===== src/rtl/sys_bus_pkg.sv =====
// rtl/sys_bus_pkg.sv - shared types and address-window helper for the 65C02 bus controller
package sys_bus_pkg;

  typedef enum logic [1:0] {
    REG_RAM,
    REG_ROM,
    REG_IO,
    REG_EXT
  } region_e;

  typedef enum logic {
    ST_IDLE,
    ST_WAIT
  } state_e;

  localparam int unsigned IO_WIN_BYTES = 16;

  // True when addr falls in the 16-byte window of slot k
  function automatic logic io_hit(input logic [15:0] addr, input int unsigned k,
                                  input logic [15:0] base, input logic [15:0] stride);
    logic [31:0] win;
    win = {16'd0, base} + k * {16'd0, stride};
    return ({16'd0, addr} >= win) && ({16'd0, addr} < win + IO_WIN_BYTES);
  endfunction

endpackage


===== src/rtl/bus_clken_gen.sv =====
// rtl/bus_clken_gen.sv - free-running CPU clock enable, phi2 and delayed I/O enable
module bus_clken_gen #(
  parameter int CLKEN_BITS = 2
) (
  input  logic clk,
  input  logic resb,
  input  logic cpu_rdy,
  output logic tick,
  output logic phi2,
  output logic io_clken
);

  logic [CLKEN_BITS-1:0] ctr;

  // Counter never stalls so phi2 keeps running through wait states
  always_ff @(posedge clk or negedge resb) begin
    if (!resb) begin
      ctr      <= '0;
      tick     <= 1'b0;
      io_clken <= 1'b0;
    end else begin
      ctr      <= ctr + CLKEN_BITS'(1);
      tick     <= &ctr;
      io_clken <= cpu_rdy;
    end
  end

  assign phi2 = ctr[CLKEN_BITS-1];

endmodule


===== src/rtl/sys_bus_ctrl.sv =====
// rtl/sys_bus_ctrl.sv - 65C02 system-bus controller: clock enable, decode, wait states, read mux
module sys_bus_ctrl
  import sys_bus_pkg::*;
#(
  parameter int          CLKEN_BITS    = 2,
  parameter int          RAM_ADDR_BITS = 15,
  parameter int          ROM_ADDR_BITS = 14,
  parameter int          IO_SLOTS      = 2,
  parameter logic [15:0] IO_BASE       = 16'h8000,
  parameter logic [15:0] IO_STRIDE     = 16'h0800,
  parameter logic [7:0]  IO_REG_MASK   = 8'b0000_0010,
  parameter int          EXT_WAIT      = 2
) (
  input  logic                  clk,
  input  logic                  resb,
  input  logic [15:0]           cpu_addr_next,
  input  logic [7:0]            cpu_dout_next,
  input  logic                  cpu_we_next,
  output logic                  cpu_rdy,
  output logic [7:0]            cpu_din,
  output logic [15:0]           bus_addr,
  output logic [7:0]            bus_dout,
  output logic                  bus_we,
  input  logic [7:0]            ram_dout,
  input  logic [7:0]            rom_dout,
  output logic                  ram_we,
  input  logic [8*IO_SLOTS-1:0] io_dout,
  output logic [IO_SLOTS-1:0]   io_sel,
  output logic [IO_SLOTS-1:0]   io_strobe,
  output logic                  io_clken,
  input  logic [7:0]            ext_din,
  output logic [7:0]            ext_dout,
  output logic                  ext_oe,
  output logic                  phi2
);

  localparam logic [16:0] RAM_TOP   = 17'(1) << RAM_ADDR_BITS;
  localparam logic [16:0] ROM_BASE  = 17'(65536) - (17'(1) << ROM_ADDR_BITS);
  localparam logic [3:0]  WAIT_INIT = 4'(EXT_WAIT);
  localparam logic        HAS_WAIT  = (EXT_WAIT != 0);

  // RAM beats ROM beats any I/O slot; everything else is external space
  function automatic region_e region_of(input logic [15:0] a);
    logic hit;
    hit = 1'b0;
    for (int k = 0; k < IO_SLOTS; k++) begin
      hit = hit | io_hit(a, k, IO_BASE, IO_STRIDE);
    end
    if ({1'b0, a} < RAM_TOP)        return REG_RAM;
    else if ({1'b0, a} >= ROM_BASE) return REG_ROM;
    else if (hit)                   return REG_IO;
    else                            return REG_EXT;
  endfunction

  logic                tick;
  state_e              state_q, state_d;
  logic [3:0]          wcnt_q, wcnt_d;
  region_e             bus_region;
  logic                next_is_ext;
  logic [IO_SLOTS-1:0] slot_sel;
  logic [7:0]          rd_r  [IO_SLOTS];
  logic [7:0]          io_rd [IO_SLOTS];

  bus_clken_gen #(
    .CLKEN_BITS(CLKEN_BITS)
  ) u_clken (
    .clk     (clk),
    .resb    (resb),
    .cpu_rdy (cpu_rdy),
    .tick    (tick),
    .phi2    (phi2),
    .io_clken(io_clken)
  );

  assign cpu_rdy     = tick & (state_q == ST_IDLE);
  assign next_is_ext = (region_of(cpu_addr_next) == REG_EXT);

  // Capture the core's early outputs at the end of each bus cycle
  always_ff @(posedge clk or negedge resb) begin
    if (!resb) begin
      bus_addr <= '0;
      bus_dout <= '0;
      bus_we   <= 1'b0;
    end else if (cpu_rdy) begin
      bus_addr <= cpu_addr_next;
      bus_dout <= cpu_dout_next;
      bus_we   <= cpu_we_next;
    end
  end

  // Wait-state FSM registers
  always_ff @(posedge clk or negedge resb) begin
    if (!resb) begin
      state_q <= ST_IDLE;
      wcnt_q  <= '0;
    end else begin
      state_q <= state_d;
      wcnt_q  <= wcnt_d;
    end
  end

  // External cycles hold off RDY; the entry decision looks at the address about to be latched
  always_comb begin
    state_d = state_q;
    wcnt_d  = wcnt_q;
    case (state_q)
      ST_IDLE: begin
        if (cpu_rdy && next_is_ext && HAS_WAIT) begin
          state_d = ST_WAIT;
          wcnt_d  = WAIT_INIT;
        end
      end
      ST_WAIT: begin
        if (tick) begin
          wcnt_d = wcnt_q - 4'd1;
          if (wcnt_q == 4'd1) state_d = ST_IDLE;
        end
      end
      default: state_d = ST_IDLE;
    endcase
  end

  // Decode the held address; lowest matching slot wins an overlap
  always_comb begin
    bus_region = region_of(bus_addr);
    slot_sel   = '0;
    if (bus_region == REG_IO) begin
      for (int k = IO_SLOTS - 1; k >= 0; k--) begin
        if (io_hit(bus_addr, k, IO_BASE, IO_STRIDE)) begin
          slot_sel    = '0;
          slot_sel[k] = 1'b1;
        end
      end
    end
  end

  assign io_sel    = slot_sel;
  assign io_strobe = slot_sel & {IO_SLOTS{cpu_rdy}};
  assign ram_we    = (bus_region == REG_RAM) & bus_we & cpu_rdy;

  // Registered slots sample their peripheral on the P2-style enable
  always_ff @(posedge clk or negedge resb) begin
    if (!resb) begin
      for (int k = 0; k < IO_SLOTS; k++) rd_r[k] <= '0;
    end else begin
      for (int k = 0; k < IO_SLOTS; k++) begin
        if (io_clken && IO_REG_MASK[k]) rd_r[k] <= io_dout[8*k +: 8];
      end
    end
  end

  // Per-slot choice between the captured and the live read path
  always_comb begin
    for (int k = 0; k < IO_SLOTS; k++) begin
      io_rd[k] = IO_REG_MASK[k] ? rd_r[k] : io_dout[8*k +: 8];
    end
  end

  // Read-data mux in decode priority order
  always_comb begin
    cpu_din = ext_din;
    case (bus_region)
      REG_RAM: cpu_din = ram_dout;
      REG_ROM: cpu_din = rom_dout;
      REG_IO: begin
        for (int k = 0; k < IO_SLOTS; k++) begin
          if (slot_sel[k]) cpu_din = io_rd[k];
        end
      end
      default: cpu_din = ext_din;
    endcase
  end

  // Drive writes outward and mirror internal reads; float only on external reads
  always_comb begin
    ext_oe   = bus_we | (bus_region != REG_EXT);
    ext_dout = bus_we ? bus_dout : cpu_din;
  end

endmodule


===== config.mk =====
export PLATFORM = sky130hd
export DESIGN_NAME = sys_bus_ctrl
export DESIGN_NICKNAME = d
export VERILOG_FILES = /design/src/rtl/sys_bus_pkg.sv /design/src/rtl/bus_clken_gen.sv /design/src/rtl/sys_bus_ctrl.sv
export SDC_FILE = /design/constraint.sdc
export NUM_CORES = 1
export LEC_CHECK = 0
export ABC_AREA = 0
export BUFFER_PORTS_ARGS = -buffer_cell sky130_fd_sc_hd__clkbuf_2
export CORE_AREA = 3 3 89 91
export DETAILED_ROUTE_END_ITERATION = 12
export DIE_AREA = 0 0 92 94
export HOLD_SLACK_MARGIN = 0.03
export PLACE_DENSITY = 0.53
export SETUP_SLACK_MARGIN = 0.1
export SYNTH_ARGS = -nofsm -noshare
export SYNTH_HDL_FRONTEND = slang
export SYNTH_SLANG_ARGS = --single-unit
export TNS_END_PERCENT = 50

===== constraint.sdc =====
create_clock -name clk -period 2.4 [get_ports clk]
set_input_delay 0 -clock clk [delete_from_list [all_inputs] [get_ports clk]]
set_output_delay 0 -clock clk [all_outputs]
set_load 0.03 [all_outputs]

==> results of run 1 <==
## path summary, 6_finish.rpt
kind | slack [ns] | endpoint | depth (start not counted) | from
worst max-delay path | 0.23 | ext_dout[5] | 6 | bus_addr[9]
worst min-delay path | 0.33 | io_rd[2] | 3 | resb
worst max register to register | 0.98 | bus_addr[1] | 3 | u_clken.tick
worst min register to register | 0.42 | u_clken.ctr[0] | 1 | u_clken.ctr[0]
max in group asynchronous | 1.67 | bus_addr[11] | 3 | resb
min in group clk | 0.40 | cpu_din[6] | 4 | ext_din[6]
## state kept, by name, summed over array words and instances (netlist names)
| name | count |
|---|---|
| io_rd | 8 |
| bus_we | 1 |
| u_clken.io_clken | 1 |
| wcnt_q | 4 |
| u_clken.ctr | 2 |
| bus_addr | 16 |
| bus_dout | 8 |
| u_clken.tick | 1 |
| state_q | 1 |
## cells in the mapped netlist (2+ instances only)
| master | number | area (µm²) |
|---|---|---|
| buf_2 | 3 | 15.0 |
| o31ai_1 | 8 | 60.1 |
| inv_1 | 6 | 22.5 |
| mux2_2 | 33 | 372 |
| nand2_1 | 11 | 41.3 |
| clkbuf_1 | 4 | 15.0 |
| mux2i_1 | 8 | 80.1 |
| ha_1 | 3 | 37.5 |
| buf_1 | 2 | 7.51 |
| and3_1 | 2 | 12.5 |
| o21ai_0 | 2 | 10.0 |
| a222oi_1 | 8 | 80.1 |
| and2_1 | 4 | 25.0 |
| nor3_1 | 2 | 10.0 |
| nand4_1 | 8 | 50.1 |
| dfrtp_1 | 42 | 1050 |
| nor2_1 | 20 | 75.1 |
| nand3_1 | 2 | 10.0 |
## area by class of cell
| class | count | area (µm²) | area share |
|---|---|---|---|
| clock buffers | 8 | 110 | 0.0336 |
| inverters | 6 | 22.5 | 0.00686 |
| multi-input cells | 127 | 1010 | 0.309 |
| flip-flops and latches | 42 | 1050 | 0.321 |
| well taps | 99 | 124 | 0.0378 |
| repair buffers | 155 | 958 | 0.292 |
## metal layers
metal / routed length [µm] / up-vias
li1: - / 986
met3: 448 / 2
met5: 0 / -
met1: 2750 / 949
met2: 3230 / 80
met4: 27 / 0
## metrics by stage
| step | cell area, µm² | hold WS, ns |
|---|---|---|
| floorplan | 2120 | -0.296 |
| global placement | 2800 | 0.117 |
| detailed placement | 2800 | 0.118 |
| CTS | 3260 | 0.343 |
| global route | 3280 | 0.373 |
| finish | 3280 | 0.329 |
## what timing repair did
action                                  CTS  global route
hold buffers                             34             0
endpoints found under the setup margin   11            10
setup buffers                             1             2
pin swaps                                 1             4
endpoints found under the hold margin    75             0
gates resized for setup                   2             1
## power groups by stage
stage	sequential [W]	combinational, W	clock [W]
after floorplan	0.00172	0.00133	0
after global placement	0.00142	0.00234	0
after detailed placement	0.00142	0.00235	0
after CTS	0.00142	0.00241	0.000552
after global routing	0.00149	0.00260	0.000584
final	0.00142	0.00243	0.000529
## cells by family (layout without fill, tap and decap cells)
kind of cell               count (synthesis)  after routing
adders and majority gates                  3              3
buffers and inverters                     16            169
and+or+nand+nor                           58             58
xor gates and xnor gates                   2              2
AOI/OAI and AO/OA                         23             23
DFF                                       42             42
muxes                                     41             41
## worst max-delay path: cells and delay by family, from the launching register on
kind / cells / cell delay [ns]
buffers and inverters: 2 / 0.42
AND/OR/NAND/NOR: 2 / 0.38
AO/OA/AOI/OAI: 2 / 0.66
flip-flops: 1 / 0.43
==> results.tsv, run 1 <==
stage	metric	value	unit
outcome	outcome	finished, final reports clean	
synth	ys_warn_count	0	
final_layout	antenna_cells	0	
synth	async_flop_share	1.00	
final_layout	nFillCells	723	
power	p_int	0.00221	W
critical_path	slowest_stage	a222oi_1	
power	clkPwrFrac	0.121	
final_layout	finish.utilization	0.455	
final_layout	fin_nets	407	
placed_design	gp_congestion	0.716	
synth	yosys.area_share.adder	0.0177	
synth	dominantRegCellSynth	dfrtp_1	
power	leakage	1.60	nW
power	p_seq_frac	0.324	
critical_path	worstPathArrival	2.17	ns
synth	syn_area	2120	µm²
sta	tightest_slew	0.563	ns
critical_path	crit_path_cell_trace	nor4_4 > buf_4 > nand4_1 > a222oi_1 > o31ai_1 > clkbuf_2	
synth	synth_top_family_by_area	multiplexers	
sta	hold_viol_final	0	
floorplan	rows	31	
clock_network	clk_pin_slew	0.08	ns
critical_path	crit_type	reg -> out	
global_route	gr-usage-met2	0.263	
clock_network	clockRootBuffer	clkbuf_8	
power	p_per_area	1330	nW/µm²
global_route	grt_max_degree	43	
floorplan	die_w	92	µm
synth	synthMuxAreaShare	0.213	
job	drv_cap	0	
placed_design	preCtsSetupSlack	0.332	ns
clock_network	cts_num_sinks	42	
clock_network	cts_buffer_depth	2	
final_layout	final_common_cell	clkbuf_2	
final_layout	areaGrowthSynthToFinish	54.4	%
floorplan	initial_core_util	0.294	
sta	drv_slew	0	
critical_path	endpoint_kind	output pin	
global_route	globalRoute.busiestLayer	met2	
detailed_routing	drt_first_pass_iters	4	
floorplan	io_pins	117	
detailed_routing	avgRoutedWirePerCell	14.8	µm
final_layout	final_cell_mix	clkbuf_2 (116), dfrtp_1 (41), dlygate4sd3_1 (34)	
placed_design	portBuffers	116	
critical_path	max_stage_delay	0.52	ns
detailed_routing	drc	0	
power	switchingPower	0.00217	W
clock_network	clock_latency	0.29	ns
synth	synth_xor_area_frac	0.00824	
global_route	grt_antenna_before_repair	0	
sta	skew	0.00829	ns
global_route	grt_pass1_wl	10400	µm
sta	fin_ws	0.225	ns
power	swShare	0.495	
sta	relSlewSlack	0.625	
placed_design	dp_hpwl	4720	µm
detailed_routing	totalWireLength	6460	µm
global_route	use_met1	0.191	
power	finalPower	0.00438	W
synth	synthSimpleGateAreaFrac	0.144	
global_route	grtUsageMet3	0.0377	
sta	setup_viol	0	
power	vdd_ir_drop_max	0.558	mV
sta	period_needed	2.17	ns
floorplan	core-area	7210	µm²
placed_design	dp_cells	392	
global_route	grt_overflow	0	
synth	ys_types	35	
clock_network	cts_tree	yes	
synth	syn_inst	185	
critical_path	crit_required	2.40	ns
synth	synth_seq_cells	42	
clock_network	cts_made_buffers	5	
global_route	grt_pass1_vias	2091	
sta	post-route-period-util	0.906	
detailed_routing	drtIter0Drc	116	
synth	synth_nets	255	
detailed_routing	via_per_inst	4.62	
synth	synth_edf_count	0	
power	combPwrFrac	0.555	
detailed_routing	ant_nets	0	
sta	rsz0062_at_grt	no	
synth	synth_compound_area_frac	0.0889	
critical_path	cp-start-kind	flip-flop	
floorplan	fp.dieH	94	µm
final_layout	drive_gt1_frac	0.509	
global_route	track_usage	0.152	
clock_network	htree_levels	2	
floorplan	die-area	8650	µm²
final_layout	finalNonFillerCells	437	
critical_path	cp_max_fo	10	
synth	syn_avg_cell_area	11.5	µm²
synth	yosysSeqAreaShare	0.495	
sta	fmax	460	MHz
hold_path	hold_path.class	in -> async	
detailed_routing	via_count	2017	
sta	tns	0	ns
Power figures use the tool's default switching activity.
==> inputs of run 2 (changes only) <==
--- a/config.mk
+++ b/config.mk
@@ -7,11 +7,13 @@
 export LEC_CHECK = 0
 export ABC_AREA = 0
 export BUFFER_PORTS_ARGS = -buffer_cell sky130_fd_sc_hd__clkbuf_2
+export CAP_MARGIN = 20
 export CORE_AREA = 3 3 89 91
 export DETAILED_ROUTE_END_ITERATION = 12
 export DIE_AREA = 0 0 92 94
 export HOLD_SLACK_MARGIN = 0.03
 export PLACE_DENSITY = 0.53
+export RECOVER_POWER = 50
 export SETUP_SLACK_MARGIN = 0.1
 export SYNTH_ARGS = -nofsm -noshare
 export SYNTH_HDL_FRONTEND = slang
==> run 2 against run 1 <==
  * Routed wire length down 0.15%
  * Non-clock buffer count stayed put
  * Flip-flop and latch count stayed put
  * Clock skew about the same
  * Largest power group unchanged
==> results.tsv, run 2 (synthesized netlist as in run 1, its figures left out) <==
stage	metric	value	unit	change
global_route	track_usage	0.152		unchanged
placed_design	dp_hpwl	4720	µm	unchanged
detailed_routing	via_count	2029		+0.59%
clock_network	clockRootBuffer	clkbuf_8		
hold_path	hold_path.class	in -> out		
critical_path	cp-start-kind	flip-flop		
global_route	grt_antenna_before_repair	0		unchanged
global_route	grt_pass1_vias	2091		unchanged
detailed_routing	totalWireLength	6450	µm	-0.15%
floorplan	rows	31		unchanged
clock_network	cts_made_buffers	5		unchanged
floorplan	core-area	7210	µm²	unchanged
final_layout	final_common_cell	clkbuf_2		
power	vdd_ir_drop_max	0.552	mV	-1.1%
placed_design	gp_congestion	0.716		unchanged
floorplan	io_pins	117		unchanged
sta	post-route-period-util	0.902		-0.00412
clock_network	cts_buffer_depth	2		unchanged
floorplan	initial_core_util	0.294		unchanged
detailed_routing	avgRoutedWirePerCell	14.8	µm	-0.15%
sta	tns	0	ns	unchanged
final_layout	final_cell_mix	clkbuf_2 (95), dfrtp_1 (41), dlygate4sd3_1 (34)		
sta	drv_slew	0		unchanged
sta	skew	0.00815	ns	-0.000138 ns
sta	fmax	462	MHz	+0.46%
outcome	outcome	finished, final reports clean		
clock_network	cts_tree	yes		
global_route	grt_pass1_wl	10400	µm	unchanged
sta	rsz0062_at_grt	no		
critical_path	cp_max_fo	10		unchanged
sta	tightest_slew	1.07	ns	+0.504 ns
sta	period_needed	2.17	ns	-0.00989 ns
sta	relSlewSlack	0.289		-0.336
clock_network	cts_num_sinks	42		unchanged
sta	setup_viol	0		unchanged
sta	fin_hold_ws	0.401	ns	+0.0715 ns
final_layout	drive_gt1_frac	0.444		-0.0651
critical_path	endpoint_kind	output pin		
global_route	grt_max_degree	43		unchanged
critical_path	crit_type	reg -> out		
critical_path	worstPathArrival	2.17	ns	about the same
final_layout	areaGrowthSynthToFinish	53.0	%	
power	finalPower	0.00433	W	-1.1%
final_layout	finish.utilization	0.451		-0.00416
final_layout	largest_reg_flops	16		unchanged
global_route	grt_overflow	0		unchanged
floorplan	die_w	92	µm	unchanged
detailed_routing	drtIter0Drc	128		+10%
detailed_routing	drt_first_pass_iters	8		+4
sta	hold_viol_final	0		unchanged
placed_design	placed_area	2800	µm²	unchanged
job	drv_cap	0		unchanged
floorplan	die-area	8650	µm²	unchanged
detailed_routing	drc	0		unchanged
power	p_per_area	1330	nW/µm²	-0.22%
critical_path	crit_required	2.40	ns	about the same
clock_network	htree_levels	2		unchanged
detailed_routing	ant_nets	0		unchanged
power	leakage	1.53	nW	-4.2%
final_layout	fin_nets	407		unchanged
final_layout	antenna_cells	0		unchanged
detailed_routing	via_per_inst	4.64		+0.59%
floorplan	fp.dieH	94	µm	unchanged
clock_network	clk_pin_slew	0.08	ns	about the same
placed_design	portBuffers	116		unchanged
clock_network	clock_latency	0.29	ns	about the same
final_layout	finalInstanceArea	3250	µm²	-0.92%
final_layout	regMostFlops	bus_addr		
==> run 2: changes by cell type in the layout (fill, tap and decap cells not counted), sizes merged <==
| cell | change |
|---|---|
| buf | -1 |
| clkbuf | +1 |
==> run 2: per-layer routing <==
layer  GRT usage  vias to the layer above  part of all wire
li1            -                      982                 -
met1       0.191                      956              0.42
met2       0.263                       87              0.50
met3      0.0377                        4             0.077
met4      0.0334                        0            0.0059
met5           0                        -                 0
==> run 2: critical path, stage by stage, from the launching register on <==
cell	delay [ns]
dfrtp_1	0.43
nor4_4	0.27
buf_4	0.21
nand4_1	0.10
a222oi_1	0.53
o31ai_1	0.13
clkbuf_2	0.20
==> run 2: through the flow <==
| step | instances | setup slack [ns] |
|---|---|---|
| finish | 437 | 0.235 |
| global route | 437 | 0.105 |
| CTS | 435 | 0.169 |
| detailed placement | 392 | 0.332 |
| global placement | 392 | 0.363 |
| floorplan | 185 | 0.270 |
==> run 2: area by class of cell <==
type	count	area (µm²)
well taps	99	124
fillers	739	3960
repair buffers	155	928
clock buffers	8	110
inverters	6	22.5
multi-input cells	127	1010
flip-flops and latches	42	1050
==> run 2: power breakdown <==
group	total [W]	leakage, nW	switching, W	internal, W
logic	0.00238	0.981	0.00155	0.000832
clock network	0.000530	0.0575	0.000239	0.000291
registers	0.00142	0.493	0.000377	0.00104
total	0.00433	1.53	0.00217	0.00216
==> run 2: final timing paths <==
check	cells past startpoint	to	startpoint	slack [ns]
max	6	ext_dout[0]	bus_addr[9]	0.23
min in group asynchronous	3	bus_addr[0]	resb	0.53
min reg2reg	1	u_clken.ctr[0]	u_clken.ctr[0]	0.42
max reg2reg	3	bus_addr[1]	u_clken.tick	0.98
max in group asynchronous	3	bus_addr[11]	resb	1.16
min	4	cpu_din[6]	ext_din[6]	0.40
==> run 2: timing repair <==
action / 4_1_cts / 5_1_grt
pin swaps: 1 / 4
resized for setup: 2 / 1
hold endpoints to repair: 75 / 0
hold buffers: 34 / 0
endpoints found under the setup margin: 11 / 10
buffers inserted: 1 / 2
